--- config.mk ---
export PLATFORM = sky130hd
export DESIGN_NAME = mux_escrita_reg_fila
export DESIGN_NICKNAME = d
export VERILOG_FILES = /design/src/rtl/mux_escrita_reg_fila.sv
export SDC_FILE = /design/constraint.sdc
export NUM_CORES = 1
export LEC_CHECK = 0
export CAP_MARGIN = 5
export CORE_MARGIN = 3
export CORE_UTILIZATION = 25
export CTS_CLUSTER_DIAMETER = 80
export DETAILED_ROUTE_END_ITERATION = 8
export GPL_TIMING_DRIVEN = 1
export PLACE_DENSITY = 0.52
export SLEW_MARGIN = 20
export SYNTH_ARGS = -nofsm -noshare
export SYNTH_HDL_FRONTEND = slang
export SYNTH_SLANG_ARGS = --single-unit
--- constraint.sdc ---
create_clock -name clk -period 4.7 [get_ports clk]
set_clock_uncertainty 0.2 [all_clocks]
set_input_delay 0.705 -clock clk [delete_from_list [all_inputs] [get_ports clk]]
set_output_delay 0.705 -clock clk [all_outputs]
set_load 0.005 [all_outputs]
--- src/rtl/mux_escrita_reg_fila.sv ---
// mux_escrita_reg_fila
// Picks the destination register of an instruction (rt, rd, SP or RA) and
// queues it as a pending register-bank write. Pending writes retire in
// order on commit and drive a registered one-cycle write strobe. Every
// pending destination is compared against two source addresses to flag
// read-after-write hazards.
//
// Ports
//   clk          : clock, rising edge
//   reset        : asynchronous active-high reset, empties the queue
//   seletor      : 00 rt, 01 rd, 10 SP_ADDR, 11 RA_ADDR
//   instr_rt     : instruction rt field
//   instr_rd     : instruction rd field
//   issue_valid  : request to enqueue the selected destination
//   issue_ready  : queue can accept (not full)
//   commit       : retire the oldest pending write
//   rs_check     : first source address tested for hazard
//   rt_check     : second source address tested for hazard
//   hazard       : a nonzero check address matches a pending entry
//   wr_addr      : registered register-bank write address (held when idle)
//   wr_en        : registered one-cycle register-bank write strobe
//   count        : number of pending entries
//   full / empty : queue occupancy flags
//   underflow    : sticky, set by a commit while empty

module mux_escrita_reg_fila #(
  parameter int ADDR_W  = 5,
  parameter int DEPTH   = 4,
  parameter int SP_ADDR = 29,
  parameter int RA_ADDR = 31
) (
  input  logic                     clk,
  input  logic                     reset,
  input  logic [1:0]               seletor,
  input  logic [ADDR_W-1:0]        instr_rt,
  input  logic [ADDR_W-1:0]        instr_rd,
  input  logic                     issue_valid,
  output logic                     issue_ready,
  input  logic                     commit,
  input  logic [ADDR_W-1:0]        rs_check,
  input  logic [ADDR_W-1:0]        rt_check,
  output logic                     hazard,
  output logic [ADDR_W-1:0]        wr_addr,
  output logic                     wr_en,
  output logic [$clog2(DEPTH):0]   count,
  output logic                     full,
  output logic                     empty,
  output logic                     underflow
);

  localparam int PW = $clog2(DEPTH);
  localparam int CW = PW + 1;

  localparam logic [ADDR_W-1:0] SpAddr = ADDR_W'(SP_ADDR);
  localparam logic [ADDR_W-1:0] RaAddr = ADDR_W'(RA_ADDR);

  logic [ADDR_W-1:0] mem_q [DEPTH];
  logic [DEPTH-1:0]  valid_q, valid_d;
  logic [PW-1:0]     head_q, head_d;
  logic [PW-1:0]     tail_q, tail_d;
  logic [CW-1:0]     count_q, count_d;
  logic [ADDR_W-1:0] wr_addr_q, wr_addr_d;
  logic              wr_en_q, wr_en_d;
  logic              underflow_q, underflow_d;

  logic [ADDR_W-1:0] sel_addr;
  logic              accept;
  logic              push;
  logic              pop;

  // Destination select
  always_comb begin
    sel_addr = instr_rt;
    case (seletor)
      2'b00:   sel_addr = instr_rt;
      2'b01:   sel_addr = instr_rd;
      2'b10:   sel_addr = SpAddr;
      default: sel_addr = RaAddr;
    endcase
  end

  assign full        = (count_q == CW'(DEPTH));
  assign empty       = (count_q == '0);
  assign issue_ready = !full;

  // A write to register 0 is accepted but dropped, since r0 is never written.
  // Commit never bypasses an issue in the same cycle: pop only sees old state.
  assign accept = issue_valid && issue_ready;
  assign push   = accept && (sel_addr != '0);
  assign pop    = commit && !empty;

  // Next-state for pointers, occupancy, write port and the sticky flag.
  // Push and pop never hit the same slot: that would need the queue to be
  // both full (push blocked) and empty (pop blocked).
  always_comb begin
    head_d      = head_q;
    tail_d      = tail_q;
    count_d     = count_q;
    valid_d     = valid_q;
    wr_addr_d   = wr_addr_q;
    wr_en_d     = 1'b0;
    underflow_d = underflow_q;

    if (push) begin
      tail_d          = tail_q + PW'(1);
      valid_d[tail_q] = 1'b1;
    end
    if (pop) begin
      head_d          = head_q + PW'(1);
      valid_d[head_q] = 1'b0;
      wr_addr_d       = mem_q[head_q];
      wr_en_d         = 1'b1;
    end
    if (commit && empty) begin
      underflow_d = 1'b1;
    end

    if (push && !pop) begin
      count_d = count_q + CW'(1);
    end else if (pop && !push) begin
      count_d = count_q - CW'(1);
    end
  end

  always_ff @(posedge clk or posedge reset) begin
    if (reset) begin
      head_q      <= '0;
      tail_q      <= '0;
      count_q     <= '0;
      valid_q     <= '0;
      wr_addr_q   <= '0;
      wr_en_q     <= 1'b0;
      underflow_q <= 1'b0;
    end else begin
      head_q      <= head_d;
      tail_q      <= tail_d;
      count_q     <= count_d;
      valid_q     <= valid_d;
      wr_addr_q   <= wr_addr_d;
      wr_en_q     <= wr_en_d;
      underflow_q <= underflow_d;
    end
  end

  // Entry storage needs no reset; valid_q decides which slots are live.
  always_ff @(posedge clk) begin
    if (push) begin
      mem_q[tail_q] <= sel_addr;
    end
  end

  // Hazard: any live entry matching a nonzero source address
  always_comb begin
    hazard = 1'b0;
    for (int i = 0; i < DEPTH; i++) begin
      if (valid_q[i]) begin
        if ((rs_check != '0) && (rs_check == mem_q[i])) hazard = 1'b1;
        if ((rt_check != '0) && (rt_check == mem_q[i])) hazard = 1'b1;
      end
    end
  end

  assign count     = count_q;
  assign wr_addr   = wr_addr_q;
  assign wr_en     = wr_en_q;
  assign underflow = underflow_q;

endmodule
## Yosys cells after proc, flatten, opt, wreduce, memory -nomap -nowiden

Memories as Yosys holds them, arrays and structs flattened. A register that Yosys moved wholly into a read port is not among the register bits.
Index checks and enable logic that the tools add are counted.

| cells by class | value |
|---|---|
| add/subtract/negate cells | 4 |
| $lt $le $gt $ge | 4 |
| equality and inequality tests | 11 |
| muxes and demuxes | 24 |
| bitwise logic cells | 3 |
| reductions and logical operators | 26 |

Operator list:

| cell | count |
|---|---|
| == test 5 bit | 8 |
| two-way mux 1 bit | 17 |
| logical AND 1 bit | 16 |
| one-hot mux 5 bit (3 select lines) | 1 |
| nonzero test 5 bit | 3 |
| two-way mux 4 bit | 2 |
| < comparator 2 x 3 -> 1 bit (second input constant) | 2 |
| two-way mux 3 bit | 2 |
| adder 2 x 1 -> 2 bit (second input constant) | 2 |
| AND 4 bit | 1 |
| demux 1 bit (select 2 bit) | 2 |
| >= comparator 2 x 1 -> 1 bit (second input constant) | 2 |
| zero test 1 bit | 4 |
| inverter 4 bit | 1 |
| OR 4 bit | 1 |
| adder 3 x 1 -> 3 bit (second input constant) | 1 |
| == test 3 bit (second input constant) | 1 |
| zero test 3 bit | 1 |
| subtractor 3 x 1 -> 3 bit (second input constant) | 1 |
| == test 2 x 1 -> 1 bit (second input constant) | 1 |
| == test 2 bit (second input constant) | 1 |
| zero test 2 bit | 1 |
| nonzero test 2 bit | 1 |

| word-level totals | value |
|---|---|
| register bits | 13 |
| memory bits (writable) | 20 |
| word-level logic and storage cells | 79 |
| memories | 1 |

Memory list:

| name | words | width | read ports | clocked after memory_dff | wr ports | RTL line | source |
|---|---|---|---|---|---|---|---|
| mem_q | 4 | 5 | 5 | 1 | 1 | 57 | `logic [ADDR_W-1:0] mem_q [DEPTH];` |

## Logic depth before layout (Yosys ltp)

Gate-level depths: netlist (run 1).

| depth | value |
|---|---|
| depth in word-level cells | 14 |
| depth in mapped cells | 10 |

## Worst setup path before layout (run 1)

No wires, ideal clock.

| timing | value |
|---|---|
| path kind | input to register |
| from | input port seletor[0] |
| to | register count_q[1] (netlist: count[1]) |
| setup time | 125 ps |
| data arrival time | 2,613 ps |
| setup slack | 1,762 ps |
| stages | 8 |
| cell sequence | buf_6 -> mux2_4 -> a2111oi_4 -> a31oi_4 -> ha_1 -> inv_1 -> fa_1 -> mux2_2 |

| between the ends | value |
|---|---|
| elaborated cells on any way between the ends | 11 |
| those cells by class | eq/ne: 2; mux: 2; reduce/logical: 7 |

RTL lines:

| item | RTL line | source |
|---|---|---|
| start: declaration | 34 | `input logic [1:0] seletor,` |
| == test 2 bit, or another cell as far along | 74 | `case (seletor)` |
| one-hot mux 5 bit (3 select lines) * | 74 |  |
| nonzero test 5 bit * | 89 | `assign push = accept && (sel_addr != '0);` |
| logical AND 1 bit * | 89 |  |
| named net push | 68 | `logic push;` |
| logical AND 1 bit * | 118 | `if (push && !pop) begin` |
| two-way mux 3 bit * | 118 |  |
| named net count_d[1] | 61 | `logic [CW-1:0] count_q, count_d;` |
| end signal: assignment | 137 | `count_q <= count_d;` |
| end: declaration | 61 |  |

The timed path passes the listed nets; every way through them passes the cells marked *.
A chain may end at the register's enable or synchronous reset.

## Worst setup path after layout (run 1)

| timing | value |
|---|---|
| from | input port rs_check[1] |
| to | output port hazard |

| between the ends | value |
|---|---|
| word-level cells in the longest chain between the ends | 14 |
| elaborated cells on any way between the ends | 21 |
| those cells by class | eq/ne: 4; mux: 12; reduce/logical: 5 |

Ends and longest elaborated chain:

| item | RTL line | source |
|---|---|---|
| start: declaration | 40 | `input logic [ADDR_W-1:0] rs_check,` |
| == test 5 bit or nonzero test 5 bit (tied branches) | 157 | `if ((rs_check != '0) && (rs_check == mem_q[i])) hazard = 1'b1;` |
| logical AND 1 bit | 157 |  |
| two-way mux 1 bit | 157 |  |
| two-way mux 1 bit | 158 | `if ((rt_check != '0) && (rt_check == mem_q[i])) hazard = 1'b1;` |
| two-way mux 1 bit | 156 | `if (valid_q[i]) begin` |
| two-way mux 1 bit | 157 |  |
| two-way mux 1 bit | 158 |  |
| two-way mux 1 bit | 156 |  |
| two-way mux 1 bit | 157 |  |
| two-way mux 1 bit | 158 |  |
| two-way mux 1 bit | 156 |  |
| two-way mux 1 bit | 157 |  |
| two-way mux 1 bit | 158 |  |
| two-way mux 1 bit * | 156 |  |
| end: declaration | 42 | `output logic hazard,` |

Mark *: on every way between the ends. The rest lies on a longest branch, timed or not.

==> out/qor.txt, run 1 <==
status - complete, no violations
io pins - 40
largest net degree at the start of global routing - 19
CP max-delay cell - or4_1
area of the multi-input gates - 0.00117 mm^2
die area - 0.0104 mm^2
Detail Route Antenna Nets - 0
Worst EP required - 3.80 ns
fmax - 262 MHz
Min Hold Slack - 0.263 ns
routing usage on met3 - 2.32%
Initial DRC Count - 52
Final min period - 3.82 ns
worst ir drop on vdd - 0.181 mV
CTS root buf - clkbuf_8
Routed Wire Length - 5060 um
# DRC - 0
synthesized instance count - 195
WS Path Type - primary input to output port
first-pass GRT wire length - 8070 um
power per cell area - 476 mW/mm^2
final setup TNS - 0 ns
Sequential Power Share - 43.0%
Yosys cell types - 38
Total Routing Usage GR - 10.2%
fin nets - 263
Skew-Pair Late Insertion Delay - 0.29 ns
Max stage delay on crit path - 0.56 ns
diode count - 0
Synth top area share - 26.0%
vias in the first global route - 1505
Compound-Gate Fraction of Synth Area - 7.20%
sequential share of the synthesized area - 45.5%
DP Cell Count - 328
final worst slack - 0.879 ns
worst slack, placed - 0.893 ns
clock sink count - 38
Finished Cell Area - 0.00287 mm^2
Max transition margin - 51.8%
unrepaired setup endpoints after global routing - false
Switching Fraction - 33.5%
area leader, netlist - edfxtp_1
# rows - 34
number of synthesized flops with an enable pin - 20
met2 GRT Util - 15.1%
Seq cells post-synth - 38
Avg Cell Area, Syn - 11.9 um^2
top cells by area, synth - edfxtp_1 (26%), dfrtp_1 (19%), xnor2_1 (10%), xor2_1 (6.8%), ha_1 (4.9%)
count of pins over their slew limit - 0
core area - 0.00885 mm^2
crit-path max FO - 5
Min-Delay Path Class - flop to flop
Comb power frac - 39.8%
M1 GR Usage - 14.4%
adder-cell share of the synthesized area - 5.74%
Vias per Instance - 4.52
die height - 102 um
CTS max path bufs - 2
crit-path cells - clkdlybuf4s50_1 > or4_1 > nor2_1 > nor4_1 > o21ai_0 > nand4_1 > clkdlybuf4s50_1
CP arrival - 2.92 ns
Die X-Extent - 102 um
post-synthesis async set-or-reset flop share - 47.4%
number of port buffers - 39
post-synthesis simple-gate area fraction - 14.0%
cell area after placement - 0.00278 mm^2
gr ovfl total - 0
clk slew on worst S/H paths - 0.08 ns
crit path capture type - output port
total number of vias - 1520
Top Usage Layer GRT - met2
CTS tree - built
Post-CTS Setup Inserts - 0
largest family of logic cells by synthesized area - XOR/XNOR gates
First-pass DRT Iterations - 4
Max Cap Violations - 0
mux contribution to synthesized area - 6.49%
CTS-repair resized insts - 0
Psw - 457 uW
non-filler cells in the finished layout - 336
FF+latch area - 0.00105 mm^2
initial core utilization - 26.1%
Syn Nets - 231
cts bufs inserted - 5
Syn. warnings - 0
Period Utilization, post-route - 81.3%
most common cell in the netlist - xnor2_1
pin slew with the least headroom to its limit - 0.723 ns
post-DP HPWL - 3960 um
share of cells above drive strength 1 - 15.8%
Area Growth Syn to Fin - 24.1%
CTS Hold Bufs - 0
Final Total Pwr - 1.37 mW
most frequent cells after synthesis - xnor2_1 (27), edfxtp_1 (20), dfrtp_1 (18), nand2_1 (18), xor2_1 (18)
Routability Congestion - 0.860
Fillers - 891
Most common cell on crit path - clkdlybuf4s50_1
Final Setup Violations - 0
htree depth - 2
XOR/XNOR Fraction of Synth Area - 17.0%
Final Hold Fails - 0
Final Util - 32.4%
Clk pwr share - 17.1%
Pint - 908 uW
Main synth FF type - edfxtp_1
initial antenna violation count - 0
DR WL/cell - 15.0 um
synthesized area - 0.00231 mm^2
startpoint types - primary input
Leak - 1.06 nW
## critical path: cells and delay by family
| family | cells | cell delay (ns) |
|---|---|---|
| AOI/OAI and AO/OA | 1 | 0.20 |
| buffers and inverters | 2 | 0.98 |
| and+or+nand+nor | 4 | 1.03 |
## power by group through the flow
stage / combinational [mW] / clock [mW] / sequential, mW
5_1_grt: 0.610 / 0.257 / 0.605
3_3_place_gp: 0.556 / 0 / 0.595
4_1_cts: 0.558 / 0.242 / 0.591
2_1_floorplan: 0.367 / 0 / 0.556
3_5_place_dp: 0.555 / 0 / 0.598
6_report: 0.544 / 0.234 / 0.587
## flip-flops by register name (all words and copies together), names as in the netlist
signal and flops:
mem_q 20, valid_q 4, wr_addr 5, wr_en 1, underflow 1, count 3
head_q 2, tail_q 2
## routing by layer
layer	vias to the layer above	part of all wire, %
li1	728	-
met1	732	48
met2	50	44
met3	10	5.9
met4	0	2.2
met5	-	0
## area by class of cell
| class | count | area share (%) |
|---|---|---|
| Clock buffer | 6 | 2.88 |
| Timing Repair Buffer | 39 | 13.6 |
| Inverter | 9 | 1.18 |
| Clock inverter | 2 | 0.392 |
| Sequential cell | 38 | 36.6 |
| Tap cell | 108 | 4.71 |
| Multi-Input combinational cell | 134 | 40.6 |
## kinds of logic (layout without fill, tap and decap cells)
logic type | Yosys count | count (layout)
mux | 8 | 8
compound gates | 15 | 15
simple gates | 56 | 56
xor+xnor | 45 | 45
flops | 38 | 38
fa+ha+maj | 10 | 10
buf+inv | 23 | 56
## worst paths after layout
path	startpoint	to	slack (ns)	cells after the start
worst max-delay path	rs_check[1]	hazard	0.88	7
worst min-delay path	underflow$_DFFE_PP0P_	underflow$_DFFE_PP0P_	0.26	1
worst max register to register	count[0]$_DFFE_PP0P_	count[1]$_DFFE_PP0P_	2.17	7
worst min register to register	underflow$_DFFE_PP0P_	underflow$_DFFE_PP0P_	0.26	1
max in group asynchronous	reset	underflow$_DFFE_PP0P_	3.22	2
min in group asynchronous	reset	tail_q[1]$_DFFE_PP0P_	0.63	2
## placed cells by master (no fill, tap or decap), types with 2 or more instances in the layout
master | synthesis | routed
clkdlybuf4s50_1 | 0 | 39
xnor2_1 | 27 | 27
edfxtp_1 | 20 | 20
nand2_1 | 18 | 18
xor2_1 | 18 | 18
dfrtp_1 | 18 | 18
inv_1 | 9 | 9
ha_1 | 9 | 9
nand3_1 | 8 | 8
nor4_1 | 8 | 8
clkbuf_8 | 0 | 6
mux4_2 | 5 | 5
o21ai_0 | 4 | 4
and2_4 | 4 | 4
a2bb2oi_2 | 4 | 4
nor2_1 | 3 | 3
or2_2 | 3 | 3
and2b_4 | 2 | 2
mux2_2 | 2 | 2
o21ai_1 | 2 | 2
or4_1 | 2 | 2
(Power assumes the default switching activity.)
==> run 2: changes to the inputs <==
==> constraint.sdc (replaced) <==
create_clock -name clk -period 3.73 [get_ports clk]
set_clock_uncertainty 0.2 [all_clocks]
set_input_delay 0.5595 -clock clk [delete_from_list [all_inputs] [get_ports clk]]
set_output_delay 0.5595 -clock clk [all_outputs]
set_load 0.005 [all_outputs]
==> out/qor.txt, run 2 (synthesis gave the netlist of run 1 again) <==
startpoint types - primary input
Min-Delay Path Class - flop to flop
Vias per Instance - 4.40
Switching Fraction - 31.8%
die area - 0.0104 mm^2
# rows - 34
Final min period - 3.48 ns
io pins - 40
Comb power frac - 37.8%
final setup TNS - 0 ns
die height - 102 um
CP arrival - 2.72 ns
Final Setup Violations - 0
Psw - 578 uW
Final Hold Fails - 0
Initial DRC Count - 93
gr ovfl total - 0
max FFs per register - 20
number of port buffers - 39
count of pins over their slew limit - 0
CTS tree - built
Max Cap Violations - 0
Worst EP required - 2.97 ns
fin nets - 268
cts bufs inserted - 5
most common cell after layout, fill and taps aside - clkdlybuf4s50_1
Final Util - 33.3%
# DRC - 0
core area - 0.00885 mm^2
Routability Congestion - 0.831
Max transition margin - 52.9%
htree depth - 2
pin slew with the least headroom to its limit - 0.706 ns
CTS max path bufs - 2
Largest Register - mem_q
crit path capture type - output port
unrepaired setup endpoints after global routing - false
CTS-repair resized insts - 0
Area Growth Syn to Fin - 27.4%
fmax - 288 MHz
first-pass GRT wire length - 8200 um
most frequent cells in the layout - clkdlybuf4s50_1 (39), xnor2_1 (27), edfxtp_1 (20)
clock sink count - 38
total number of vias - 1502
CTS Hold Bufs - 0
clk slew on worst S/H paths - 0.08 ns
Post-CTS Setup Inserts - 0
DR WL/cell - 14.7 um
diode count - 0
Period Utilization, post-route - 93.2%
Leak - 1.10 nW
Total Routing Usage GR - 10.3%
power per cell area - 617 mW/mm^2
Skew-Pair Late Insertion Delay - 0.29 ns
Pint - 1.24 mW
share of cells above drive strength 1 - 17.6%
Sequential Power Share - 40.7%
WS Path Type - primary input to output port
status - complete, no violations
Final Total Pwr - 1.82 mW
Clk pwr share - 21.5%
post-DP HPWL - 3940 um
Detail Route Antenna Nets - 0
largest net degree at the start of global routing - 19
Die X-Extent - 102 um
First-pass DRT Iterations - 4
vias in the first global route - 1573
CTS root buf - clkbuf_8
worst ir drop on vdd - 0.238 mV
initial core utilization - 26.1%
crit-path max FO - 5
Routed Wire Length - 5020 um
initial antenna violation count - 0
run 2: path summary, 6_finish.rpt:
path / start / endpoint / slack, ns / depth (start not counted)
worst min-delay path: underflow$_DFFE_PP0P_ / underflow$_DFFE_PP0P_ / 0.26 / 1
max in group asynchronous: reset / valid_q[2]$_DFF_PP0_ / 2.41 / 2
worst min register to register: underflow$_DFFE_PP0P_ / underflow$_DFFE_PP0P_ / 0.26 / 1
min in group asynchronous: reset / count[2]$_DFFE_PP0P_ / 0.47 / 2
worst max register to register: count[0]$_DFFE_PP0P_ / count[1]$_DFFE_PP0P_ / 1.20 / 7
worst max-delay path: rt_check[3] / hazard / 0.25 / 7
run 2: metrics by stage:
step | area, um^2 | std cells | worst slack [ns] | hold WS [ns]
finish | 2950 | 341 | 0.254 | 0.257
detailed placement | 2810 | 333 | 0.257 | 0.246
CTS | 2950 | 341 | 0.248 | 0.263
global placement | 2810 | 333 | 0.314 | 0.240
floorplan | 2310 | 195 | 0.937 | 0.251
global route | 2950 | 341 | 0.119 | 0.282
run 2: per-layer routing:
metal,wire [um],track usage (%),vias up
li1,-,-,741
met1,2480,13.8,713
met2,2190,15.9,40
met3,278,2.73,8
met4,79,3.83,0
met5,0,0,-
run 2: area by class of cell:
class	count	area [um^2]
repair buffers	44	428
clock buffers	6	93.8
flip-flops and latches	38	1050
inverters	9	33.8
well taps	108	135
multi-input cells	134	1170
clock inverters	2	38.8
fillers	897	5900
run 2: worst max-delay path: stages:
cell and delay, ns:
clkdlybuf4s50_1 0.54, or4_1 0.52, nor2_1 0.26, nor4_1 0.10
o21ai_0 0.15, nand4_1 0.12, clkdlybuf4s50_1 0.46
run 2: power by group through the flow:
stage	registers, mW	logic [mW]	clock network, mW
6_report	0.740	0.687	0.390
5_1_grt	0.765	0.772	0.421
3_5_place_dp	0.753	0.705	0
3_3_place_gp	0.753	0.702	0
4_1_cts	0.745	0.707	0.399
2_1_floorplan	0.701	0.462	0
==> run 3: changes to the inputs <==
--- a/config.mk
+++ b/config.mk
@@ -6,12 +6,14 @@
 export NUM_CORES = 1
 export LEC_CHECK = 0
 export CAP_MARGIN = 5
+export CORE_ASPECT_RATIO = 0.9
 export CORE_MARGIN = 3
 export CORE_UTILIZATION = 25
 export CTS_CLUSTER_DIAMETER = 80
 export DETAILED_ROUTE_END_ITERATION = 8
+export DONT_BUFFER_PORTS = 1
 export GPL_TIMING_DRIVEN = 1
-export PLACE_DENSITY = 0.52
+export PLACE_DENSITY = 0.46
 export SLEW_MARGIN = 20
 export SYNTH_ARGS = -nofsm -noshare
 export SYNTH_HDL_FRONTEND = slang
==> out/qor.txt, run 3 (synthesis gave the netlist of run 1 again) <==
cts bufs inserted - 5
CTS tree - built
CTS Hold Bufs - 0
largest net degree at the start of global routing - 19
core area - 0.00877 mm^2
CP max-delay cell - or4_1
Skew-Pair Late Insertion Delay - 0.29 ns
Clk pwr share - 21.0%
diode count - 0
htree depth - 2
number of port buffers - 0
Min-Delay Path Class - primary input to asynchronous set/reset pin
R2R setup slack - 1.17 ns
CTS root buf - clkbuf_8
First-pass DRT Iterations - 4
die height - 97.2 um
fin nets - 224
crit-path cells - or4_1 > nor2_1 > nor4_1 > o21ai_0 > nand4_1
final setup TNS - 0 ns
Final Total Pwr - 1.60 mW
Max transition margin - 51.1%
Leak - 0.918 nW
Finished Cell Area - 0.00251 mm^2
DP Cell Count - 300
total number of vias - 1369
Detail Route Antenna Nets - 0
gr ovfl total - 0
reg2reg end - count[2]$_DFFE_PP0P_
Initial DRC Count - 57
Largest Register - mem_q
Total Routing Usage GR - 9.97%
Post-CTS Setup Inserts - 0
# rows - 32
io pins - 40
unrepaired setup endpoints after global routing - false
Switching Fraction - 33.9%
initial antenna violation count - 0
CTS-repair resized insts - 0
Pint - 1.06 mW
clk slew on worst S/H paths - 0.08 ns
crit path capture type - output port
R2R depth - 8
most frequent cells in the layout - xnor2_1 (27), edfxtp_1 (20), nand2_1 (18), xor2_1 (18), dfrtp_1 (18)
CTS max path bufs - 2
count of pins over their slew limit - 0
fmax - 387 MHz
Die X-Extent - 107 um
worst ir drop on vdd - 0.234 mV
Comb power frac - 31.7%
Max stage delay on crit path - 0.52 ns
Max Cap Violations - 0
crit-path max FO - 5
Period Utilization, post-route - 69.2%
Routed Wire Length - 4960 um
worst r2r src - count[0]$_DFFE_PP0P_
Fillers - 906
# DRC - 0
first-pass GRT wire length - 7870 um
cell area after placement - 0.00240 mm^2
Vias per Instance - 4.44
Area Growth Syn to Fin - 8.60%
max FFs per register - 20
initial core utilization - 26.4%
Worst EP required - 2.97 ns
non-filler cells in the finished layout - 308
WS Path Type - primary input to output port
pin slew with the least headroom to its limit - 0.733 ns
Sequential Power Share - 47.4%
Final min period - 2.58 ns
share of cells above drive strength 1 - 18.5%
vias in the first global route - 1411
post-DP HPWL - 3910 um
power per cell area - 636 mW/mm^2
CP Capture Point - hazard
Final Setup Violations - 0
status - complete, no violations
die area - 0.0104 mm^2
Psw - 541 uW
Final Hold Fails - 0
clock sink count - 38
startpoint types - primary input
CP startpoint - rt_check[1]
Routability Congestion - 0.755
CP arrival - 1.82 ns
DR WL/cell - 16.1 um
most common cell after layout, fill and taps aside - xnor2_1
==> run 3: changes by cell type in the layout (fill, tap and decap cells not counted), sizes merged <==
cell           delta
bufinv            -1
clkdlybuf4s50    -39
clkbuf            +2
buf               -5
clkinv            -1
==> run 3: metrics by stage <==
stage,utilization (%),setup slack (ns),hold slack [ns]
detailed placement,27.4,1.00,0.283
floorplan,-,0.937,0.251
finish,28.6,1.15,0.0700
global route,28.6,0.937,0.121
global placement,27.4,1.02,0.274
CTS,28.6,1.10,0.0932
==> run 3: how the worst min path moves through the flow <==
stage	end	slack, ns	depth (start not counted)
global placement	underflow$_DFFE_PP0P_	0.27	1
detailed placement	underflow$_DFFE_PP0P_	0.28	1
finish	tail_q[0]$_DFFE_PP0P_	0.07	1
global route	tail_q[0]$_DFFE_PP0P_	0.12	1
floorplan	underflow$_DFFE_PP0P_	0.25	1
CTS	tail_q[0]$_DFFE_PP0P_	0.09	1
==> run 3: power groups by stage <==
stage | Sequential (mW) | Clock, mW | Combinational (mW)
3_3_place_gp | 0.772 | 0 | 0.517
2_1_floorplan | 0.701 | 0 | 0.462
4_1_cts | 0.763 | 0.344 | 0.519
5_1_grt | 0.783 | 0.363 | 0.575
3_5_place_dp | 0.772 | 0 | 0.516
6_report | 0.757 | 0.335 | 0.506
==> run 3: final cells by class <==
class	count	area [um^2]	area share [%]
Clock buffer	8	111	4.43
Inverter	9	33.8	1.35
Multi-Input combinational cell	134	1170	46.4
Sequential cell	38	1050	41.9
Tap cell	119	149	5.93
==> run 3: critical path: cells and delay by family <==
kind            cells  cell delay, ns
simple gates        4            1.06
compound gates      1            0.20
==> run 3: metal layers <==
metal	up-vias	track usage, %	part of all wire, %
met4	0	2.82	1.0
met5	-	0	0
met2	52	13.5	41
met1	658	14.6	49
li1	655	-	-
met3	4	3.79	8.6
